--- src/rtl/sram_avalon_arbiter_if.sv ---
// Avalon-MM command/response bundle shared by the arbiter's master-facing and SRAM-facing ports.
// The master modport is the side that issues commands; the slave modport is the side that answers them.
interface sram_avalon_arbiter_if #(
    parameter int ADDR_W = 20,
    parameter int DATA_W = 32
);
    logic [ADDR_W-1:0] address;
    logic [DATA_W-1:0] writedata;
    logic              write_n;
    logic              read_n;
    logic              waitrequest;
    logic [DATA_W-1:0] readdata;
    logic              readdatavalid;

    modport master (
        output address, writedata, write_n, read_n,
        input  waitrequest, readdata, readdatavalid
    );

    modport slave (
        input  address, writedata, write_n, read_n,
        output waitrequest, readdata, readdatavalid
    );
endinterface

--- src/rtl/sram_avalon_arbiter.sv ---
// Round-robin arbiter sharing one Avalon-MM SRAM port between the NPU DMA (m0) and the frame reader (m1).
// A stalled command stays locked to its master; read responses are steered back through an in-order ID FIFO.
module sram_avalon_arbiter #(
    parameter int ADDR_W      = 20,
    parameter int DATA_W      = 32,
    parameter int MAX_PENDING = 4
) (
    input  logic                         CLOCK,
    input  logic                         RESET,
    sram_avalon_arbiter_if.slave         m0,
    sram_avalon_arbiter_if.slave         m1,
    sram_avalon_arbiter_if.master        s,
    output logic [$clog2(MAX_PENDING):0] rd_pending,
    output logic                         rsp_error
);
    localparam int PTR_W = $clog2(MAX_PENDING);
    localparam int CNT_W = PTR_W + 1;

    typedef enum logic {ST_OPEN, ST_LOCKED} state_t;

    state_t            state;
    logic              owner;
    logic              last_grant;
    logic [PTR_W-1:0]  wr_ptr;
    logic [PTR_W-1:0]  rd_ptr;
    logic [CNT_W-1:0]  count;
    logic              id_mem [MAX_PENDING];

    logic [1:0]        req;
    logic [1:0]        wr;
    logic [1:0]        rd;
    logic [1:0]        elig;
    logic              rd_room;
    logic              pick;
    logic              pick_valid;
    logic              sel_valid;
    logic              mux_idx;
    logic              sel_wr;
    logic              sel_rd;
    logic              accept;
    logic              push;
    logic              pop;
    logic              pop_err;
    logic              head;
    logic [ADDR_W-1:0] mux_address;
    logic [DATA_W-1:0] mux_writedata;

    // Write wins when a master drives both strobes low, so its read is treated as absent.
    assign wr[0]   = !m0.write_n;
    assign wr[1]   = !m1.write_n;
    assign rd[0]   = m0.write_n && !m0.read_n;
    assign rd[1]   = m1.write_n && !m1.read_n;
    assign req     = wr | rd;
    assign rd_room = (count < CNT_W'(MAX_PENDING));
    assign elig    = wr | (rd & {2{rd_room}});

    always_comb begin
        // NOTE: every output gets a default up front so no path through this block infers a latch.
        pick       = 1'b0;
        pick_valid = 1'b0;
        if (state == ST_LOCKED) begin
            pick       = owner;
            pick_valid = req[owner];
        end else if (elig[0] && elig[1]) begin
            pick       = ~last_grant;
            pick_valid = 1'b1;
        end else if (elig[0]) begin
            pick       = 1'b0;
            pick_valid = 1'b1;
        end else if (elig[1]) begin
            pick       = 1'b1;
            pick_valid = 1'b1;
        end
    end

    // Nothing is granted while reset is held, even though the selection logic is combinational.
    assign sel_valid     = pick_valid && !RESET;
    assign mux_idx       = sel_valid ? pick : owner;
    assign mux_address   = mux_idx ? m1.address   : m0.address;
    assign mux_writedata = mux_idx ? m1.writedata : m0.writedata;
    assign sel_wr        = mux_idx ? wr[1] : wr[0];
    assign sel_rd        = mux_idx ? rd[1] : rd[0];

    assign s.address   = mux_address;
    assign s.writedata = mux_writedata;
    assign s.write_n   = !(sel_valid && sel_wr);
    assign s.read_n    = !(sel_valid && sel_rd);

    assign accept         = sel_valid && !s.waitrequest;
    assign m0.waitrequest = req[0] && !(accept && !mux_idx);
    assign m1.waitrequest = req[1] && !(accept &&  mux_idx);

    assign push    = accept && sel_rd;
    assign pop     = s.readdatavalid && (count != '0) && !RESET;
    assign pop_err = s.readdatavalid && (count == '0);
    assign head    = id_mem[rd_ptr];

    assign m0.readdatavalid = pop && !head;
    assign m1.readdatavalid = pop &&  head;
    assign m0.readdata      = s.readdata;
    assign m1.readdata      = s.readdata;
    assign rd_pending       = count;

    always_ff @(posedge CLOCK or posedge RESET) begin
        if (RESET) begin
            state      <= ST_OPEN;
            owner      <= 1'b0;
            last_grant <= 1'b1;
            rsp_error  <= 1'b0;
        end else begin
            // NOTE: state uses non-blocking assignments so every register samples pre-edge values.
            if (accept)  last_grant <= mux_idx;
            if (pop_err) rsp_error  <= 1'b1;
            case (state)
                ST_OPEN: begin
                    if (sel_valid && s.waitrequest) begin
                        state <= ST_LOCKED;
                        owner <= mux_idx;
                    end
                end
                ST_LOCKED: begin
                    // A master that drops its stalled command releases the port.
                    if (accept || !req[owner]) state <= ST_OPEN;
                end
                default: state <= ST_OPEN;
            endcase
        end
    end

    always_ff @(posedge CLOCK or posedge RESET) begin
        if (RESET) begin
            wr_ptr <= '0;
            rd_ptr <= '0;
            count  <= '0;
        end else begin
            if (push) wr_ptr <= wr_ptr + 1'b1;
            if (pop)  rd_ptr <= rd_ptr + 1'b1;
            case ({push, pop})
                2'b10:   count <= count + 1'b1;
                2'b01:   count <= count - 1'b1;
                default: count <= count;
            endcase
        end
    end

    // NOTE: ID storage has no reset; entries are only read between the reset-cleared pointers.
    always_ff @(posedge CLOCK) begin
        if (push) id_mem[wr_ptr] <= mux_idx;
    end
endmodule
--- src/flat_wrapper.sv ---
// flat-port wrapper written by rule: the top's interface ports become plain ports
module sram_avalon_arbiter_flat 
#(
    parameter int ADDR_W      = 20,
    parameter int DATA_W      = 32,
    parameter int MAX_PENDING = 4
)
  (CLOCK, RESET, rd_pending, rsp_error, m0_address, m0_writedata, m0_write_n, m0_read_n, m0_waitrequest, m0_readdata, m0_readdatavalid, m1_address, m1_writedata, m1_write_n, m1_read_n, m1_waitrequest, m1_readdata, m1_readdatavalid, s_address, s_writedata, s_write_n, s_read_n, s_waitrequest, s_readdata, s_readdatavalid);
  sram_avalon_arbiter_if #(.ADDR_W(ADDR_W), .DATA_W(DATA_W)) m0_i ();
  sram_avalon_arbiter_if #(.ADDR_W(ADDR_W), .DATA_W(DATA_W)) m1_i ();
  sram_avalon_arbiter_if #(.ADDR_W(ADDR_W), .DATA_W(DATA_W)) s_i ();
  input  logic CLOCK;
  input  logic RESET;
  output logic [$clog2(MAX_PENDING):0] rd_pending;
  output logic rsp_error;
  input wire logic [$bits(m0_i.address)-1:0] m0_address;
  input wire logic [$bits(m0_i.writedata)-1:0] m0_writedata;
  input wire logic [$bits(m0_i.write_n)-1:0] m0_write_n;
  input wire logic [$bits(m0_i.read_n)-1:0] m0_read_n;
  output wire logic [$bits(m0_i.waitrequest)-1:0] m0_waitrequest;
  output wire logic [$bits(m0_i.readdata)-1:0] m0_readdata;
  output wire logic [$bits(m0_i.readdatavalid)-1:0] m0_readdatavalid;
  input wire logic [$bits(m1_i.address)-1:0] m1_address;
  input wire logic [$bits(m1_i.writedata)-1:0] m1_writedata;
  input wire logic [$bits(m1_i.write_n)-1:0] m1_write_n;
  input wire logic [$bits(m1_i.read_n)-1:0] m1_read_n;
  output wire logic [$bits(m1_i.waitrequest)-1:0] m1_waitrequest;
  output wire logic [$bits(m1_i.readdata)-1:0] m1_readdata;
  output wire logic [$bits(m1_i.readdatavalid)-1:0] m1_readdatavalid;
  output wire logic [$bits(s_i.address)-1:0] s_address;
  output wire logic [$bits(s_i.writedata)-1:0] s_writedata;
  output wire logic [$bits(s_i.write_n)-1:0] s_write_n;
  output wire logic [$bits(s_i.read_n)-1:0] s_read_n;
  input wire logic [$bits(s_i.waitrequest)-1:0] s_waitrequest;
  input wire logic [$bits(s_i.readdata)-1:0] s_readdata;
  input wire logic [$bits(s_i.readdatavalid)-1:0] s_readdatavalid;
  assign m0_i.address = m0_address;
  assign m0_i.writedata = m0_writedata;
  assign m0_i.write_n = m0_write_n;
  assign m0_i.read_n = m0_read_n;
  assign m0_waitrequest = m0_i.waitrequest;
  assign m0_readdata = m0_i.readdata;
  assign m0_readdatavalid = m0_i.readdatavalid;
  assign m1_i.address = m1_address;
  assign m1_i.writedata = m1_writedata;
  assign m1_i.write_n = m1_write_n;
  assign m1_i.read_n = m1_read_n;
  assign m1_waitrequest = m1_i.waitrequest;
  assign m1_readdata = m1_i.readdata;
  assign m1_readdatavalid = m1_i.readdatavalid;
  assign s_address = s_i.address;
  assign s_writedata = s_i.writedata;
  assign s_write_n = s_i.write_n;
  assign s_read_n = s_i.read_n;
  assign s_i.waitrequest = s_waitrequest;
  assign s_i.readdata = s_readdata;
  assign s_i.readdatavalid = s_readdatavalid;
  sram_avalon_arbiter #(.ADDR_W(ADDR_W), .DATA_W(DATA_W), .MAX_PENDING(MAX_PENDING)) u_core (.CLOCK(CLOCK), .RESET(RESET), .m0(m0_i), .m1(m1_i), .s(s_i), .rd_pending(rd_pending), .rsp_error(rsp_error));
endmodule
--- config.mk ---
export PLATFORM = sky130hd
export DESIGN_NAME = sram_avalon_arbiter_flat
export DESIGN_NICKNAME = d
export VERILOG_FILES = /design/src/rtl/sram_avalon_arbiter_if.sv /design/src/rtl/sram_avalon_arbiter.sv /design/src/flat_wrapper.sv
export SDC_FILE = /design/constraint.sdc
export NUM_CORES = 1
export LEC_CHECK = 0
export CORE_AREA = 2 2 106 108
export CTS_CLUSTER_DIAMETER = 100
export DETAILED_ROUTE_END_ITERATION = 16
export DIE_AREA = 0 0 108 110
export DONT_BUFFER_PORTS = 1
export PLACE_DENSITY = 0.3
export SLEW_MARGIN = 40
export SYNTH_ARGS = -nofsm -noshare
export SYNTH_HDL_FRONTEND = slang
export SYNTH_SLANG_ARGS = --single-unit
--- constraint.sdc ---
create_clock -name CLOCK -period 2.79 [get_ports CLOCK]
set_clock_uncertainty 0.15 [all_clocks]
set_input_delay 0.4185 -clock CLOCK [delete_from_list [all_inputs] [get_ports CLOCK]]
set_output_delay 0.4185 -clock CLOCK [all_outputs]
set_load 0.1 [all_outputs]
After elaboration in Yosys (flattened, before gate mapping). Memories as Yosys holds them, arrays and structs flattened. Index checks and enable logic that the tools add are counted.

Bits in registers: 11. Input bits: 144. RAM bits: 4. Memories: 1. Output and inout port bits: 126.

Equality and inequality tests: 2. Bitwise operators: 5. Reductions and logical operators: 36. Mux-type cells: 20. Add/sub/neg operators: 4. Magnitude comparators: 2.

Memories: u_core.id_mem (depth 4, bits a word 1, rd ports 1, clocked after memory_dff 0, write ports 1, RTL line sram_avalon_arbiter.sv:27) `logic id_mem [MAX_PENDING];`.

Operator list (number): $mux 32 (1); $mux 20 (1); $logic_and 1x1->1 (18); $mux 1 (16); $logic_not 1->1 (13); $pmux 3 s2 (1); $add 2x1->2 const B (2); $or 2x2->2 (2); $add 3x1->3 const B (1); $logic_not 3->1 (1); $lt 3x3->1 const B (1); $reduce_bool 3->1 (1); $sub 3x1->3 const B (1); $and 2x2->2 (1); $eq 2x1->1 const B (1); $eq 2x2->1 const B (1); $lt 1x2->1 const B (1); $not 1->1 (2); $pmux 1 s2 (1); $reduce_and 2->1 (1); $reduce_bool 2->1 (1); $logic_or 1x1->1 (1).

Longest topological paths before layout. Gate-level depths: netlist (run 1).

Word-level depth: 14. Depth in mapped cells: 11.

Worst setup path before layout (run 1). No wires, ideal clock.

Kind: reg2out. Start point: register u_core.count[2] (netlist: u_core.rd_pending[2]). End point: output port m0_waitrequest. Path slack: -1.785 ns. Cell stages (with the launch flop): 7. Arrival time: 4.006 ns. Cell sequence: dfrtp_1 o21ai_0 a21oi_1 mux2i_2 buf_6 buf_6 a21boi_0.

Word-level cells in the longest chain between the ends: 13. Elaborated cells on any way between the ends: 18.

Ends and longest elaborated chain: start: declaration (RTL line sram_avalon_arbiter.sv:26) `logic [CNT_W-1:0] count;`; start signal: assignment (RTL line sram_avalon_arbiter.sv:139) `2'b10: count <= count + 1'b1;`; start signal: assignment (RTL line sram_avalon_arbiter.sv:140) `2'b01: count <= count - 1'b1;`; start signal: assignment (RTL line sram_avalon_arbiter.sv:141) `default: count <= count;`; $lt 3x3->1 * (RTL line sram_avalon_arbiter.sv:54) `assign rd_room = (count < CNT_W'(MAX_PENDING));`; $and 2x2->2 * (RTL line sram_avalon_arbiter.sv:55) `assign elig = wr | (rd & {2{rd_room}});`; $or 2x2->2 * (RTL line sram_avalon_arbiter.sv:55); $mux 1 (RTL line sram_avalon_arbiter.sv:70) `end else if (elig[1]) begin`; $mux 1 (RTL line sram_avalon_arbiter.sv:67) `end else if (elig[0]) begin`; $mux 1 (RTL line sram_avalon_arbiter.sv:64) `end else if (elig[0] && elig[1]) begin`; $mux 1 (RTL line sram_avalon_arbiter.sv:61) `if (state == ST_LOCKED) begin`; $logic_and 1x1->1 (RTL line sram_avalon_arbiter.sv:77) `assign sel_valid = pick_valid && !RESET;`; $mux 1 (RTL line sram_avalon_arbiter.sv:78) `assign mux_idx = sel_valid ? pick : owner;`; $logic_not 1->1 (RTL line sram_avalon_arbiter.sv:90) `assign m0.waitrequest = req[0] && !(accept && !mux_idx);`; $logic_and 1x1->1 * (RTL line sram_avalon_arbiter.sv:90); $logic_not 1->1 * (RTL line sram_avalon_arbiter.sv:90); $logic_and 1x1->1 * (RTL line sram_avalon_arbiter.sv:90); end: declaration (RTL line flat_wrapper.sv:20) `output wire logic [$bits(m0_i.waitrequest)-1:0] m0_waitrequest;`.

Every way passes the cells marked *; elsewhere a longest branch is shown, timed or not.

Worst setup path after layout (run 1).
Start point: register u_core.count[2] (netlist: u_core.rd_pending[2]). End point: output port s_writedata[10].

Word-level cells in the longest chain between the ends: 10. Elaborated cells on any way between the ends: 14.

Ends and longest elaborated chain: $lt 3x3->1 * (RTL line sram_avalon_arbiter.sv:54); $and 2x2->2 * (RTL line sram_avalon_arbiter.sv:55); $or 2x2->2 * (RTL line sram_avalon_arbiter.sv:55); $mux 1 (RTL line sram_avalon_arbiter.sv:70); $mux 1 (RTL line sram_avalon_arbiter.sv:67); $mux 1 (RTL line sram_avalon_arbiter.sv:64); $mux 1 (RTL line sram_avalon_arbiter.sv:61); $logic_and 1x1->1 (RTL line sram_avalon_arbiter.sv:77); $mux 1 * (RTL line sram_avalon_arbiter.sv:78); $mux 32 * (RTL line sram_avalon_arbiter.sv:80) `assign mux_writedata = mux_idx ? m1.writedata : m0.writedata;`; end: declaration (RTL line flat_wrapper.sv:31) `output wire logic [$bits(s_i.writedata)-1:0] s_writedata;`.

Marked as above.

==> results of run 1 <==
routing by layer:
layer / vias up / share of wire
met5: - / 0
met4: 0 / 0.0086
met3: 12 / 0.12
met2: 132 / 0.52
met1: 584 / 0.34
li1: 552 / -
through the flow:
step	utilization	cells	setup TNS, ps	instance area, um2
after floorplan	-	202	-87.0	2220
after global routing	0.231	307	-1870	2470
after detailed placement	0.219	299	0	2340
after CTS	0.227	305	-1370	2430
final	0.231	307	0	2470
after global placement	0.218	299	0	2340
area by class of cell:
| type | instances | share of cell area |
|---|---|---|
| multi-input combinational | 108 | 0.516 |
| clock buffer | 4 | 0.0182 |
| timing repair buffer | 31 | 0.217 |
| inverter | 9 | 0.0147 |
| sequential | 15 | 0.163 |
| tap | 140 | 0.0710 |
cells in the mapped netlist, types with 2 or more instances:
| library cell | instances | area [um2] |
|---|---|---|
| buf_4 | 64 | 480 |
| mux2_4 | 39 | 586 |
| mux2_2 | 17 | 191 |
| dfrtp_1 | 10 | 250 |
| inv_1 | 8 | 30.0 |
| and2_1 | 6 | 37.5 |
| buf_6 | 5 | 56.3 |
| ha_1 | 5 | 62.6 |
| edfxtp_1 | 4 | 120 |
| nand2_1 | 4 | 15.0 |
| nor2_1 | 4 | 15.0 |
| mux2i_1 | 3 | 30.0 |
| xnor2_1 | 3 | 26.3 |
| xor2_1 | 3 | 26.3 |
| a2111oi_0 | 2 | 17.5 |
| a22oi_1 | 2 | 15.0 |
| nor3_1 | 2 | 10.0 |
state kept, by name, summed over array words and instances, names as in the netlist:
name,count
u_core.rd_pending,3
u_core.id_mem,4
u_core.wr_ptr,2
u_core.state,1
u_core.last_grant,1
u_core.rsp_error,1
u_core.rd_ptr,2
u_core.owner,1
cell usage in the layout (no fill, tap or decap), types with 2 or more instances in the layout:
cell type / n
dfrtp_2: 2
mux2_4: 44
mux2_2: 12
xnor2_1: 3
nor2_1: 4
a2111oi_0: 2
nor3_1: 2
mux2i_1: 3
clkbuf_8: 3
buf_12: 22
ha_1: 4
nand2_2: 3
dfrtp_1: 7
inv_1: 7
xor2_1: 3
and2_1: 5
edfxtp_1: 4
nand2_1: 2
buf_4: 7
kinds of logic after synthesis:
group,share of synthesized area
buffers and inverters,0.265
muxes,0.388
and+or+nand+nor,0.0536
DFF,0.183
AOI/OAI and AO/OA,0.0484
xor gates and xnor gates,0.0242
adders and majority gates,0.0380
repair_timing:
action                                  in CTS  in global routing
endpoints found under the hold margin       10                  0
hold buffers                                 1                  0
setup buffers                                0                  2
cloned                                       1                  0
pin swaps                                    0                  2
endpoints found under the setup margin      18                 44
resized for setup                            2                  8
how the worst max path moves through the flow:
stage | slack [ps] | end
after floorplan | -90 | m1_waitrequest
after global placement | 80 | u_core.rd_pending[2]
after detailed placement | 30 | u_core.rd_pending[2]
after CTS | -50 | s_writedata[0]
after global routing | -70 | s_writedata[13]
final | 9 | s_writedata[10]
==> reports/summary.md, run 1 <==
Clock latency on the worst-skew pair, taken at its later pin, is 240 ps. The antenna diode count was 0. The die height was 110 um; the number of optimization iterations in the first detailed-route pass was 4. In the final layout, flip-flops and latches occupy 403 um2. The number of nets handed over by synthesis was 352. Relative to the synthesized area, the layout overhead comes to 13.7%. The synthesized design contains 15 register bits. The worst hold path terminates at u_core.rsp_error. The detailed router finished its first iteration with 31 violations. The ratio of cells with drive above 1 in the final layout came out at 0.653. The most congested layer reported by global routing was met2. The net count of the finished layout is 318. The number of max-slew violations in the final report came out at 0.

The run gives 0 as the max-capacitance violation count. The path category of the worst min-delay check is in -> reg. The data arrival time of the worst path is 2210 ps, and the met1 usage in global routing is 0.114.

The tightest slew margin relative to the limit is 0.647. In the final routed layout, each cell accounts on average for 23.2 um. The fraction of met2 tracks used by global routing is 0.181, and the total die area is 11900 um2. Prior to clock tree synthesis, the placed netlist has a worst setup slack of 34.5 ps. The routed wire length came out at 7130 um. The width of the chip came out at 108 um.

Number of distinct library cells after synthesis: 38. TritonCTS built the clock tree. For the number of antenna violations at the first check in global routing, the log shows 0.

The critical path class was reg -> out. The total of warnings raised by yosys came out at 0. In the synthesized netlist the dominant register cell turns out to be dfrtp_1. The floorplan has 38 rows. The run gives 1288 as the number of global-route vias before repair. The congestion estimate from routability-driven global placement came to 0.828.

STA classifies the critical path startpoint as a flop. Tracing the worst setup path back leads to its startpoint at u_core.rd_pending[2]. The run gives 2 as the maximum buffer depth of the clock tree.

The tools report the launch instance of the worst min-delay path as s_readdatavalid. Setup violations remaining at the end of the flow were counted as 0. The instance count along the most critical hold path is 1, and the area of the mapped netlist is 2170 um2. For this run the aggregate overflow at the end of global routing stands at 0.

For the total global-route track usage, the log shows 0.102. The worst-margin pin slew came out at 526 ps. STA classifies the critical path endpoint as an output port. In this run the mean area of a mapped cell was 10.8 um2. The run gives 110 ps as the slack of the worst reg-to-reg path. For the maximum number of pins on one net before global-route repair, the log shows 29. The initial core utilization is 0.203. The highest net fanout along the worst path was 28; the placeable core area was 10700 um2. The number of buffer and inverter stages on the critical path works out to 1. Minimum hold slack: 137 ps. The critical path goes through a21oi_4, o21ai_4, mux2i_4, bufbuf_16, mux2_4. The number of hold-slack violations in the final timing report is 0.

Clock tree synthesis selected as its root buffer the cell clkbuf_8. The number of primary I/O pins came out at 270. Summing all multi-input logic gate instances after layout gives 1270 um2.

The portion of the clock cycle consumed by the worst path in the final layout was 0.997. The synthesized design contains 4 enable-type register cells. The logic depth of the worst path, buffers included works out to 5. The largest single stage delay on the critical path is 510 ps. Setup repair after global routing could not meet its margin everywhere. The flow ran to the end, and the final reports show no timing, DRC or antenna violations.

The worst path setup slack after routing is 9.31 ps. Clock-pin slew was measured on the worst setup and hold paths at 60 ps. Using the TritonRoute via totals, the vias-per-cell ratio works out to 4.17. The data required time at the worst endpoint is 2220 ps.

The fill cell total of the finished layout was 1114; the share of the yosys chip area belonging to registers was 0.183. For this design, the slowest cell found on the critical path is dfrtp_4. The number of H-tree branching levels is 1. Among cell families on the critical path, the largest total delay comes from multiplexers. Fraction of met3 tracks used by global routing: 0.0429. The share of synthesized flip-flops with an asynchronous set or reset is 0.733. Counting every instance in the synthesized netlist gives 202.

For the half-perimeter wire length after placement, the log shows 5890 um. Counting I/O delays and the setup requirement, the final critical path takes 2780 ps. The number of cell instances on the worst register-to-register path was 11. Derived from the worst setup path, the maximum achievable clock frequency is 0.360 GHz. The remaining number of nets flagged by the antenna check after routing is 0, and the count of unresolved DRC violations after routing is 0. CTS saw 15 sinks. The global-route wire length before repair was 8690 um; the number of input and output port buffers inserted was 0. Worst reg2reg path startpoint: u_core.rd_pending[2]. The critical register-to-register path endpoint is u_core.rd_pending[2]. Total via count after detailed routing: 1280.

Number of buffers inserted during clock tree synthesis: 3.
Power of run 1 is left out: the tool's default activity adds up to more than one toggle a clock period on the data nets, which glitch-free logic cannot reach.
==> run 2: changes to the inputs <==
--- a/config.mk
+++ b/config.mk
@@ -11,6 +11,8 @@
 export DIE_AREA = 0 0 108 110
 export DONT_BUFFER_PORTS = 1
 export PLACE_DENSITY = 0.3
+export SETUP_SLACK_MARGIN = 0.2
+export SKIP_LAST_GASP = 1
 export SLEW_MARGIN = 40
 export SYNTH_ARGS = -nofsm -noshare
 export SYNTH_HDL_FRONTEND = slang
==> run 2 against run 1 <==
  * Setup slack gained 110 ps
  * Critical path type unchanged
  * Critical path depth rose by 2
  * Core utilization up 0.43 points
  * Cell count down 0.33%
  * First-iteration DRC count is 16% higher
==> reports/summary.md, run 2 (synthesis gave the netlist of run 1 again) <==
The antenna diode count is 0 (unchanged). The tools report the maximum buffer depth of the clock tree as 2 (unchanged). The number of buffer and inverter stages on the critical path is 3 (+2). The maximum achievable frequency is 0.374 GHz (+4.0%), and the clock period minus final worst setup slack is 2670 ps (-106 ps). Walking the worst path, the cells encountered are a21oi_4, o21ai_4, mux2i_4, buf_4, buf_12, mux2_2, buf_12. In the layout the commonest cells are 49 x mux2_4, 13 x buf_12, 10 x buf_4, 7 x mux2_2. The number of buffers inserted during clock tree synthesis came out at 3 (unchanged).

The CTS root buffer was clkbuf_8. The run gives 3 (-1) as the number of optimization iterations in the first detailed-route pass. The worst reg2reg path startpoint is u_core.rd_pending[2]. The tools report the total die area as 11900 um2 (unchanged). The path category of the worst min-delay check was in -> reg.

Grouping stages by cell kind, the critical path spends the most delay in multiplexers. The tools report the worst path setup slack after routing as 116 ps (+106 ps). The die height is 110 um (unchanged), and the max-capacitance violation count is 0 (unchanged). Number of input and output port buffers inserted: 0 (unchanged).

For the number of antenna violations at the first check in global routing, the log shows 0 (unchanged). The number of max-slew violations in the final report is 0 (unchanged), and the post-synthesis to final-layout area growth is 15.8%. For the global-route wire length before repair, the log shows 8400 um (-3.3%). The biggest cell delay along the critical path was 500 ps (about the same); the portion of the clock cycle consumed by the worst path in the final layout was 0.959 (-0.0381). The run gives 0.704 (-15%) as the last weighted congestion value of the routability-driven placer.

The worst-margin pin slew is 509 ps (-16.4 ps), and the tightest slew margin relative to the limit is 0.660 (+0.0132). The number of global-route vias before repair came out at 1350 (+4.8%). For the remaining number of nets flagged by the antenna check after routing, the log shows 0 (unchanged). The data arrival time of the worst path was 2110 ps (-100 ps); the number of flip-flops under the largest register name was 4 (unchanged). The tools report the placeable core area as 10700 um2 (unchanged). The run gives 6810 um (-4.5%) as the routed wire length. The element type at the critical path start was a flop.

The tools report the endpoint with the worst hold slack as u_core.rsp_error. Instance count along the most critical hold path: 1 (unchanged). The count of unresolved DRC violations after routing was 0 (unchanged).

Setup repair after global routing could not meet its margin everywhere. The slowest stage of the critical path is the dfrtp_4 cell. The number of cell instances on the worst register-to-register path is 12 (+1). The number of nets in the final layout was 317 (-0.31%); the fill cell total of the finished layout was 1104 (-0.90%). The tools report the data required time at the worst endpoint as 2220 ps (about the same).

TritonCTS built the clock tree. First element of the critical path: u_core.rd_pending[2]. The run finished with clean final reports. For the residual overflow from global routing, the log shows 0 (unchanged). The ratio of cells with drive above 1 in the final layout was 0.699 (+0.0461); the highest net fanout along the worst path was 7 (-75%). The worst register-to-register path ends at u_core.rd_pending[2]. The number of placement rows was 38 (unchanged).

The most frequent cell on the critical path is buf_12. The per-cell routed wire length came out at 22.2 um (-4.2%). The tools report the nature of the critical path endpoint as an output port. The initial core utilization is 0.203 (unchanged).

The run gives 1 (unchanged) as the number of H-tree branching levels. The clock-pin slew reported for the worst setup and hold paths after clock tree synthesis was 60 ps (about the same). The number of hold-slack violations in the final timing report was 0 (unchanged); the number of primary I/O pins was 270 (unchanged).

The tools report the maximum number of pins on one net before global-route repair as 29 (unchanged). The post-detailed-route via-to-cell ratio came out at 4.14 (-0.69%). The critical path in this run is classified as reg -> out.

Leaving out fill and tap cells, the most frequent cell in the layout is mux2_4. The half-perimeter wire length after placement was 5160 um (-12%). The tools report the worst-case setup slack after placement as 161 ps (+126 ps). Total of endpoints with negative setup slack in the final report: 0 (unchanged).

The slack of the worst reg-to-reg path was 170 ps (+60 ps). The register containing the most flip-flops in the final layout was u_core.id_mem. The total global-route track usage came out at 0.0944 (-0.00739).

The startpoint identified for the worst hold timing path is s_readdatavalid. The source-to-sink clock delay at the later pin of the worst-skew pair is 240 ps (about the same). Total via count after detailed routing: 1267 (-1.0%). The total number of clock tree sinks was 15 (unchanged); the width of the chip was 108 um (unchanged). The tools report the number of DRC violations after detailed-routing iteration 0 as 36 (+16%).
[run 2: changes by cell type in the layout (fill, tap and decap cells not counted), moves of 2 or more]
cell	previous run	this run
clkbuf_16	0	2
mux2i_4	1	3
a2111oi_2	0	2
buf_4	7	10
buf_12	22	13
a2111oi_0	2	0
mux2_4	44	49
mux2_2	12	7
buf_16	0	3
mux2i_1	3	1
nand2_2	3	1
[run 2: what timing repair did]
action / CTS / global route
hold buffers: 1 / 0
endpoints found under the hold margin: 10 / 0
cloned: 3 / 3
setup buffers: 5 / 3
setup endpoints to repair: 56 / 57
pin swaps: 2 / 0
resized for setup: 16 / 5
[run 2: area by class of cell]
cell class	instances	area (um2)	area share
inverter	9	36.3	0.0144
sequential	15	404	0.161
multi-input combinational	108	1370	0.543
tap	140	175	0.0697
clock buffer	4	45.0	0.0179
timing repair buffer	30	489	0.195
[run 2: worst max-delay path by stage]
stage | endpoint | cells after the start
floorplan | m1_waitrequest | 6
global placement | u_core.rd_pending[2] | 11
detailed placement | u_core.rd_pending[2] | 11
CTS | s_address[5] | 6
global route | s_address[5] | 7
finish | s_address[5] | 7
[run 2: per-layer routing]
| layer | routed length, um | GRT usage |
|---|---|---|
| met1 | 2500 | 0.109 |
| met2 | 3610 | 0.174 |
| met3 | 669 | 0.0306 |
| met4 | 32 | 0.0119 |
| met5 | 0 | 0 |
[run 2: metrics by stage]
stage	instance area (um2)	instances	setup TNS, ps	hold WS (ps)	util
3_3_place_gp	2160	287	0	201	0.202
5_1_grt	2510	306	0	127	0.235
3_5_place_dp	2160	287	0	217	0.202
2_1_floorplan	2280	202	-87.0	128	-
4_1_cts	2400	300	0	132	0.225
6_report	2510	306	0	139	0.235
[run 2: worst reg2reg max path: cells and delay by family (launching register included)]
kind	cells	cell delay, ps
AOI/OAI and AO/OA	2	240
xor gates and xnor gates	2	290
adders and majority gates	2	450
buffers and inverters	3	260
DFF	1	500
muxes	2	550
and+or+nand+nor	1	110
Power of run 2 is left out for the same reason.
==> run 3: changes to the inputs <==
--- a/config.mk
+++ b/config.mk
@@ -5,12 +5,12 @@
 export SDC_FILE = /design/constraint.sdc
 export NUM_CORES = 1
 export LEC_CHECK = 0
-export CORE_AREA = 2 2 106 108
+export CORE_AREA = 2 2 104 106
 export CTS_CLUSTER_DIAMETER = 100
 export DETAILED_ROUTE_END_ITERATION = 16
-export DIE_AREA = 0 0 108 110
+export DIE_AREA = 0 0 106 108
 export DONT_BUFFER_PORTS = 1
-export PLACE_DENSITY = 0.3
+export PLACE_DENSITY = 0.31
 export SETUP_SLACK_MARGIN = 0.2
 export SKIP_LAST_GASP = 1
 export SLEW_MARGIN = 40
==> run 3 against run 2 <==
  * Worst hold slack better by 3.7 ps
  * First-iteration DRC count up 64%
  * Non-clock buffer count grew 9
  * Sequential share of layout area down 0.81 points
  * Wire length up 7.4%
  * Clock-buffer cell count is 1 lower
  * Core utilization up 2.4 points
  * Register-to-register slack got worse by 20 ps
  * Flip-flop and latch count stayed put
  * Final area up 5.3%
  * Die area is 3.6% lower
  * Critical path depth decreased by 1
==> reports/summary.md, run 3 (synthesis gave the netlist of run 1 again) <==
The biggest cell delay along the critical path is 510 ps (about the same). The worst setup path is captured at an output port. The library cells used most frequently in the layout, excluding fill and tap cells, are 39 x mux2_4, 20 x buf_12, 17 x mux2_2, 11 x buf_4. The number of nets in the final layout was 326 (+2.8%); the number of optimization iterations in the first detailed-route pass was 4 (+1).

Leaving out fill and tap cells, the most frequent cell in the layout is mux2_4. The worst-margin pin slew is 515 ps (+6.04 ps), and the total die area is 11400 um2 (-3.6%). The run gives 143 ps (+3.71 ps) as the minimum hold slack. Portion of the clock cycle consumed by the worst path in the final layout: 0.970 (+0.0112).

Broken down by cell family, the worst path's largest delay share belongs to multiplexers. Setup repair after global routing could not meet its margin everywhere. The data required time at the worst endpoint is 2220 ps (about the same). TritonCTS built the clock tree.

The initial core utilization was 0.212 (+0.00926); the total of endpoints with negative setup slack in the final report was 0 (unchanged). The signal on the critical path passes through a21oi_4, o21ai_4, mux2i_4, buf_12, mux2_2, buf_12. The total via count after detailed routing came out at 1348 (+6.4%). For the number of hold-slack violations in the final timing report, the log shows 0 (unchanged). For the worst-case setup slack after placement, the log shows 149 ps (-11.6 ps).

The post-detailed-route via-to-cell ratio came out at 4.32 (+4.3%). The setup path with the least slack is of type reg -> out. The number of cells after detailed placement was 293 (+2.1%). The total number of clock tree sinks came out at 15 (unchanged). Among the stages of the critical path, the cell type that occurs most often is buf_12. The data arrival time of the worst path is 2140 ps (+30 ps), and the number of antenna violations at the first check in global routing is 1 (+1). The number of H-tree branching levels is 1 (unchanged), and the highest net fanout along the worst path is 28 (+21). The flow ran to the end, and the final reports show no timing, DRC or antenna violations.

The clock-pin slew reported for the worst setup and hold paths after clock tree synthesis was 60 ps (about the same). The number of buffers inserted during clock tree synthesis is 3 (unchanged). For the placeable core area, the log shows 10200 um2 (-4.4%). The path category of the worst min-delay check was in -> reg.

For the source-to-sink clock delay at the later pin of the worst-skew pair, the log shows 240 ps (about the same). The tools report the CTS root buffer as clkbuf_8. Among all stages on the critical path, the largest delay is contributed by dfrtp_4. The number of placement rows was 37 (-2.6%); the number of primary I/O pins was 270 (unchanged).

The residual overflow from global routing is 0 (unchanged). Register containing the most flip-flops in the final layout: u_core.id_mem. The remaining number of nets flagged by the antenna check after routing is 0 (unchanged).

Die height: 108 um (-1.8%). The number of buffer and inverter stages on the critical path came out at 2 (-1). Number of input and output port buffers inserted: 0 (unchanged).

Relative to the synthesized area, the layout overhead comes to 21.9%. The run gives 1458 (+8.0%) as the number of global-route vias before repair. The number of DRC violations after detailed-routing iteration 0 was 59 (+64%).

Per-cell routed wire length: 23.4 um (+5.3%). The number of flip-flops under the largest register name is 4 (unchanged). For the maximum buffer depth of the clock tree, the log shows 2 (unchanged).

Ratio of cells with drive above 1 in the final layout: 0.726 (+0.0269). The max-capacitance violation count was 0 (unchanged); the maximum achievable frequency was 0.370 GHz (-1.2%). The logs give 7310 um (+7.4%) for the routed wire length and 0.655 (-0.00492) for the tightest slew margin relative to the limit.

The worst path setup slack after routing was 84.2 ps (-31.3 ps). The tools report the post-layout instance count excluding filler cells as 312 (+2.0%). The logs give 5780 um (+12%) for the half-perimeter wire length after placement and 9870 um (+17%) for the global-route wire length before repair. The run gives 0.754 (+7.1%) as the last weighted congestion value of the routability-driven placer.

The maximum number of pins on one net before global-route repair is 29 (unchanged), and the clock period minus final worst setup slack is 2710 ps (+31.3 ps). The count of unresolved DRC violations after routing came out at 0 (unchanged). The number of max-slew violations in the final report is 0 (unchanged), and the width of the chip is 106 um (-1.9%). The total global-route track usage came out at 0.115 (+0.0206). STA classifies the critical path startpoint as a flop.
-- run 3: changes by cell type in the layout (fill, tap and decap cells not counted), moves of 2 or more --
cell,delta
buf_12,+7
mux2_2,+10
mux2_4,-10
buf_6,+2
-- run 3: cell type report --
| type | count | area [um2] |
|---|---|---|
| fillers | 1051 | 7580 |
| multi-input cells | 108 | 1350 |
| repair buffers | 39 | 634 |
| flip-flops and latches | 15 | 404 |
| well taps | 136 | 170 |
| clock buffers | 3 | 41.3 |
| inverters | 9 | 36.3 |
| clock inverters | 1 | 5.00 |
| diodes | 1 | 2.50 |
-- run 3: through the flow --
step	setup TNS, ps	instance area, um2	utilization
after floorplan	-87.0	2280	-
after global placement	0	2350	0.230
after detailed placement	0	2350	0.230
after CTS	0	2540	0.249
after global routing	0	2650	0.259
final	0	2650	0.259
-- run 3: timing repair --
item | in CTS | in global routing
endpoints found under the setup margin | 57 | 60
pin swaps | 2 | 3
hold buffers | 1 | 0
buffers inserted | 5 | 4
endpoints found under the hold margin | 10 | 0
cloned | 3 | 1
resized for setup | 8 | 9
-- run 3: layer usage --
| layer | track usage | part of all wire |
|---|---|---|
| met5 | 0 | 0 |
| met2 | 0.212 | 0.53 |
| met4 | 0.0103 | 0.0062 |
| met1 | 0.127 | 0.36 |
| met3 | 0.0512 | 0.10 |
-- run 3: final timing paths --
check	cells after the start	to	start	slack [ps]
max	6	s_address[9]	u_core.rd_pending[2]	80
min	1	u_core.rsp_error	s_readdatavalid	140
max reg2reg	12	u_core.rd_pending[2]	u_core.rd_pending[2]	150
min reg2reg	1	u_core.rd_ptr[1]	u_core.rd_ptr[1]	350
max in group asynchronous	2	u_core.rd_pending[2]	RESET	1600
min in group asynchronous	2	u_core.owner	RESET	500
-- run 3: worst reg2reg max path, stage by stage (launching register included) --
cell,delay [ps]
dfrtp_4,510
a21oi_4,170
o21ai_4,90
mux2i_4,250
buf_6,130
mux2_4,300
inv_2,70
ha_4,120
inv_2,30
fa_2,330
xor2_1,140
nor2_1,120
xor2_1,150
Power of run 3 is left out for the same reason.
